### src/rtl/cache_data_mem.sv
// Byte-addressed cache data array: word read/write port plus multi-beat block refill port.
// Define CACHE_MEM_BYTE_WRITE_EN to make word writes honour byte_en.
module cache_data_mem #(
    parameter int unsigned ADDR_WIDTH  = 9,
    parameter int unsigned DATA_WIDTH  = 32,
    parameter int unsigned BLOCK_BYTES = 16
) (
    input  logic                    clk,
    input  logic                    rst,
    input  logic [ADDR_WIDTH-1:0]   Address,
    input  logic                    rd,
    input  logic                    wr,
    input  logic                    load_block,
    input  logic [DATA_WIDTH/8-1:0] byte_en,
    input  logic [DATA_WIDTH-1:0]   Data_in,
    input  logic                    beat_valid,
    input  logic [DATA_WIDTH-1:0]   beat_data,
    output logic [DATA_WIDTH-1:0]   Data_out,
    output logic                    rd_valid,
    output logic                    busy,
    output logic                    finish_writing_block
);

    localparam int unsigned WB     = DATA_WIDTH / 8;
    localparam int unsigned BEATS  = BLOCK_BYTES / WB;
    localparam int unsigned CNT_W  = (BEATS > 1) ? $clog2(BEATS) : 1;
    localparam int unsigned WB_LOG = $clog2(WB);
    localparam int unsigned IDX_W  = ADDR_WIDTH - WB_LOG;
    localparam int unsigned NWORDS = 2 ** IDX_W;

    localparam logic [ADDR_WIDTH-1:0] WORD_MASK  = ~ADDR_WIDTH'(WB - 1);
    localparam logic [ADDR_WIDTH-1:0] BLOCK_MASK = ~ADDR_WIDTH'(BLOCK_BYTES - 1);
    localparam logic [CNT_W-1:0]      LAST_BEAT  = CNT_W'(BEATS - 1);

    typedef enum logic {StIdle, StFill} state_e;

    state_e                state_q;
    logic [CNT_W-1:0]      beat_cnt_q;
    logic [ADDR_WIDTH-1:0] block_addr_q;

    logic                  cmd_ok;
    logic                  do_rd;
    logic                  do_wr;
    logic                  do_load;
    logic                  do_beat;
    logic                  last_beat;
    logic [ADDR_WIDTH-1:0] word_addr;
    logic [ADDR_WIDTH-1:0] beat_addr;
    logic [IDX_W-1:0]      word_idx;
    logic [IDX_W-1:0]      beat_idx;
    logic [WB-1:0]         wr_be;
    logic [DATA_WIDTH-1:0] rd_word;
    logic                  unused_bits;

    always_comb begin
        // More than one command in a cycle is dropped as a whole.
        cmd_ok    = !(rd && wr) && !(rd && load_block) && !(wr && load_block);
        do_rd     = (state_q == StIdle) && cmd_ok && rd;
        do_wr     = (state_q == StIdle) && cmd_ok && wr;
        do_load   = (state_q == StIdle) && cmd_ok && load_block;
        do_beat   = (state_q == StFill) && beat_valid;
        last_beat = do_beat && (beat_cnt_q == LAST_BEAT);
        word_addr = Address & WORD_MASK;
        beat_addr = block_addr_q | (ADDR_WIDTH'(beat_cnt_q) << WB_LOG);
        word_idx  = word_addr[ADDR_WIDTH-1:WB_LOG];
        beat_idx  = beat_addr[ADDR_WIDTH-1:WB_LOG];
    end

`ifdef CACHE_MEM_BYTE_WRITE_EN
    assign wr_be       = byte_en;
    assign unused_bits = ^{word_addr & ~WORD_MASK, beat_addr & ~WORD_MASK};
`else
    assign wr_be       = '1;
    assign unused_bits = ^{word_addr & ~WORD_MASK, beat_addr & ~WORD_MASK, byte_en};
`endif

    // Lane k holds the byte at word offset k. Word port is big-endian, beat port little-endian.
    for (genvar k = 0; k < WB; k++) begin : g_lane
        logic [7:0] lane [NWORDS];
        logic       lane_wr;

        assign lane_wr = do_wr && wr_be[WB-1-k];

        always_ff @(posedge clk) begin
            if (lane_wr) begin
                lane[word_idx] <= Data_in[8*(WB-1-k) +: 8];
            end else if (do_beat) begin
                lane[beat_idx] <= beat_data[8*k +: 8];
            end
        end

        assign rd_word[8*(WB-1-k) +: 8] = lane[word_idx];
    end

    always_ff @(posedge clk or posedge rst) begin
        if (rst) begin
            state_q              <= StIdle;
            beat_cnt_q           <= '0;
            block_addr_q         <= '0;
            Data_out             <= '0;
            rd_valid             <= 1'b0;
            busy                 <= 1'b0;
            finish_writing_block <= 1'b0;
        end else begin
            rd_valid             <= do_rd;
            finish_writing_block <= last_beat;
            if (do_rd) begin
                Data_out <= rd_word;
            end
            unique case (state_q)
                StIdle: begin
                    if (do_load) begin
                        state_q      <= StFill;
                        busy         <= 1'b1;
                        beat_cnt_q   <= '0;
                        block_addr_q <= Address & BLOCK_MASK;
                    end
                end
                StFill: begin
                    if (do_beat) begin
                        if (last_beat) begin
                            state_q    <= StIdle;
                            busy       <= 1'b0;
                            beat_cnt_q <= '0;
                        end else begin
                            beat_cnt_q <= beat_cnt_q + CNT_W'(1);
                        end
                    end
                end
                default: begin
                    state_q <= StIdle;
                    busy    <= 1'b0;
                end
            endcase
        end
    end

endmodule

### config.mk
export PLATFORM = sky130hd
export DESIGN_NAME = cache_data_mem
export DESIGN_NICKNAME = d
export VERILOG_FILES = /design/src/rtl/cache_data_mem.sv
export SDC_FILE = /design/constraint.sdc
export NUM_CORES = 2
export LEC_CHECK = 0
export CAP_MARGIN = 20
export CORE_MARGIN = 1
export CORE_UTILIZATION = 57
export CTS_BUF_LIST = sky130_fd_sc_hd__clkbuf_4 sky130_fd_sc_hd__clkbuf_8
export CTS_CLUSTER_SIZE = 25
export DETAILED_ROUTE_END_ITERATION = 8
export PLACE_DENSITY = 0.73
export SYNTH_ARGS = -nofsm -noshare
export SYNTH_HDL_FRONTEND = slang
export SYNTH_SLANG_ARGS = --single-unit
### constraint.sdc
create_clock -name clk -period 5.7 [get_ports clk]
set_input_delay 1.71 -clock clk [delete_from_list [all_inputs] [get_ports clk]]
set_output_delay 1.71 -clock clk [all_outputs]
set_load 0.02 [all_outputs]
==> run_results.csv <==
group,metric,value,unit
layout,stdcell_area,181000,µm²
worst_setup_path,endpoint,"Data_out[3]$_DFFE_PP0P_",
worst_setup_path,slowest_stage,"nor4_1",
timing,min_period,4720,ps
worst_setup_path,cp-startpoint,"Address[8]",
layout,finish.cell_count_without_fillers,12374,
yosys,ys.flop_type,"edfxtp_1",
worst_setup_path,worstReg2RegStart,"state_q$_DFF_PP0_",
power,powerDensity,367,nW/µm²
floorplan,coreArea,277000,µm²
yosys,syn_area,159000,µm²
yosys,synth_edf_count,4096,
timing,relSlewSlack,19.9,%
layout,nFillCells,17633,
layout,mostFrequentLayoutCell,"edfxtp_1",
worst_setup_path,path_delay_family,"simple AND/OR/NAND/NOR gates",
global_route,grt_remaining_overflow,0,
floorplan,initial_core_util,57.5,%
detailed_routing,num_vias,81223,
clocking,cts_resized,0,
timing,fin_worst_skew,70.5,ps
outcome,status,"finished, final reports clean",
yosys,ys_types,56,
worst_setup_path,path_cells,"clkdlybuf4s50_1, inv_1, nand2_2, nor4_1, nand3_1, o211ai_1",
detailed_routing,routed_wl,405000,µm
layout,final_nets,8253,
power,comb_power_share,10.0,%
clocking,root_buffer,"clkbuf_8",
worst_setup_path,reg2reg_depth,6,
detailed_routing,ant_nets,0,
worst_setup_path,rr_endpoint,"Data_out[3]$_DFFE_PP0P_",
power,clockPowerShare,35.6,%
worst_setup_path,required,6660,ps
placement,gp_congestion,0.874,
clocking,cts_buffers,624,
floorplan,io_pins,118,
floorplan,core.rowCount,193,
detailed_routing,wire_per_inst,32.7,µm
clocking,cts_sinks,4139,
clocking,hold_buffers,0,
power,internal_power,50000,µW
placement,io_buffers,111,
timing,hold_viol,0,
clocking,cts_tree,"yes",
worst_setup_path,worst-setup-path-type,"in -> reg",
global_route,grt_antenna_before_repair,14,
detailed_routing,post-route-drc-count,0,
global_route,grt_max_degree,129,
worst_setup_path,cp-end-kind,"flop",
clocking,htree_levels,6,
timing,finalCritPeriodShare,82.7,%
power,switching_share,24.7,%
clocking,clock_latency,1070,ps
yosys,syn_nets,7485,
layout,syn2layout_area_growth,13.8,%
global_route,track_usage,28.9,%
floorplan,die_area,282000,µm²
timing,fmax,0.212,GHz
power,switchingPower,16400,µW
worst_setup_path,slowest_delay,1040,ps
power,pwr-share-seq,54.4,%
placement,post_dp_cell_area,169000,µm²
detailed_routing,first_pass_iters,6,
yosys,syn_area_per_cell,21.5,µm²
clocking,cts_setup_buffers,0,
yosys,synth-seq-cells,4139,
clocking,clkTransAtPathRegs,60,ps
layout,layout-drive-gt1-share,27.6,%
placement,dp.cells,11246,
clocking,cts_max_path_buffers,4,
timing,setup_tns,0,ps
floorplan,fp.dieW,531,µm
worst_setup_path,cp_num_buf_inv,2,
worst_setup_path,cp_max_fo,14,
worst_setup_path,crit_arrival,5670,ps
timing,grt_setup_unrepaired,"false",
placement,dp.final_hpwl,228000,µm
worst_setup_path,start_kind,"input port",
run,drv_cap,0,
floorplan,dieHeight,531,µm
yosys,synth-seq-area-share,77.9,%
global_route,grt_pass1_wl,574000,µm
timing,finalSetupViolations,0,
worst_setup_path,crit_cells,6,
worst_hold_path,min_path_type,"reg -> reg",
yosys,async_flop_share,1.04,%
timing,slew_violations,0,
detailed_routing,vias_per_cell,6.56,
power,leakagePower,0.0585,µW
layout,mostFrequentLayoutCells,"4,096 x edfxtp_1, 720 x mux4_2, 659 x mux2i_1, 646 x clkbuf_8, 296 x buf_4",
yosys,syn_inst,7401,
power,vdd_drop_max,0.270,mV
timing,worst_pin_slew,1190,ps
detailed_routing,drt_iter0_drc,11600,
global_route,grt_pass1_vias,81123,
worst_setup_path,r2r_slack,2020,ps
yosys,yosys_warnings,0,
[area by class of cell]
class | instances | area [µm²] | area share (%)
Antenna cell | 16 | 40.0 | 0.0221
Clock buffer | 825 | 10200 | 5.64
Clock inverter | 285 | 1800 | 0.993
Inverter | 5 | 20.0 | 0.0110
Multi-Input combinational cell | 2827 | 33800 | 18.6
Sequential cell | 4139 | 124000 | 68.5
Tap cell | 3705 | 4640 | 2.56
Timing Repair Buffer | 572 | 6640 | 3.67
[power groups by stage]
stage          sequential [µW]  clock, µW  combinational [µW]
6_report                 36100      23600                6680
5_1_grt                  36100      25200                6950
4_1_cts                  36100      23800                6620
3_5_place_dp             36700          0                6610
3_3_place_gp             36700          0                6320
2_1_floorplan            37000          0                3090
[synth_stat cells (20+ instances only)]
| cell | n | area, µm² |
|---|---|---|
| edfxtp_1 | 4096 | 123000 |
| buf_4 | 53 | 398 |
| mux2_2 | 42 | 473 |
| mux4_1 | 41 | 1080 |
| mux4_2 | 720 | 16200 |
| buf_2 | 79 | 395 |
| nor3_1 | 84 | 420 |
| a21oi_1 | 99 | 495 |
| a22oi_1 | 228 | 1710 |
| clkbuf_1 | 154 | 578 |
| mux2i_1 | 659 | 6600 |
| a211oi_1 | 42 | 315 |
| nor4_1 | 32 | 200 |
| buf_6 | 78 | 878 |
| buf_1 | 33 | 124 |
| o22ai_1 | 189 | 1180 |
| nand2_1 | 229 | 860 |
| o211ai_1 | 31 | 233 |
| nand3_1 | 56 | 280 |
| nor2_1 | 136 | 510 |
| o21ai_0 | 41 | 205 |
| a221oi_2 | 20 | 300 |
| dfrtp_1 | 43 | 1080 |
| o221ai_1 | 32 | 280 |
[layer usage]
metal	wire length (µm)	GRT usage, %
met1	149000	39.9
met4	17800	12.0
met3	45400	6.36
met5	21	0
met2	193000	45.0
[state kept, by name, summed over array words and instances, names as in the netlist]
| signal | cells |
|---|---|
| rd_valid | 1 |
| beat_cnt_q | 2 |
| g_lane.lane | 4096 |
| block_addr_q | 5 |
| state_q | 1 |
| busy | 1 |
| Data_out | 32 |
| finish_writing_block | 1 |
[worst reg2reg max path: stages (launching register included)]
cell and delay, ps:
dfrtp_1 480, or4b_4 660, clkinv_2 90, nand2_2 230, nor4_1 1050, nand3_1 760, o211ai_1 300
[cells by family after synthesis]
group,share of synthesized area (%)
AOI/OAI and AO/OA,3.41
DFF,77.9
and+or+nand+nor,1.66
adders and majority gates,0.00785
muxes,15.3
buffers and inverters,1.76
[how the worst min path moves through the flow]
stage	start	depth (start not counted)	endpoint	slack, ps
final	Data_out[4]$_DFFE_PP0P_	2	Data_out[4]$_DFFE_PP0P_	500
after detailed placement	Data_out[4]$_DFFE_PP0P_	2	Data_out[4]$_DFFE_PP0P_	480
after global routing	Data_out[21]$_DFFE_PP0P_	2	Data_out[21]$_DFFE_PP0P_	530
after global placement	busy$_DFFE_PP0P_	1	busy$_DFFE_PP0P_	460
after floorplan	block_addr_q[5]$_DFFE_PP0P_	1	block_addr_q[5]$_DFFE_PP0P_	530
after CTS	Data_out[4]$_DFFE_PP0P_	2	Data_out[4]$_DFFE_PP0P_	500
[stage by stage]
| stage | setup WS [ps] | total power (µW) | util (%) | hold WS, ps |
|---|---|---|---|---|
| 2_1_floorplan | 690 | 40100 | - | 532 |
| 3_5_place_dp | 335 | 43400 | 61.0 | 484 |
| 6_report | 984 | 66400 | 65.4 | 497 |
| 4_1_cts | 1450 | 66600 | 65.4 | 498 |
| 3_3_place_gp | 398 | 43000 | 61.0 | 464 |
| 5_1_grt | 1230 | 68200 | 65.4 | 528 |
No activity file was read; power rests on OpenSTA's default activity.
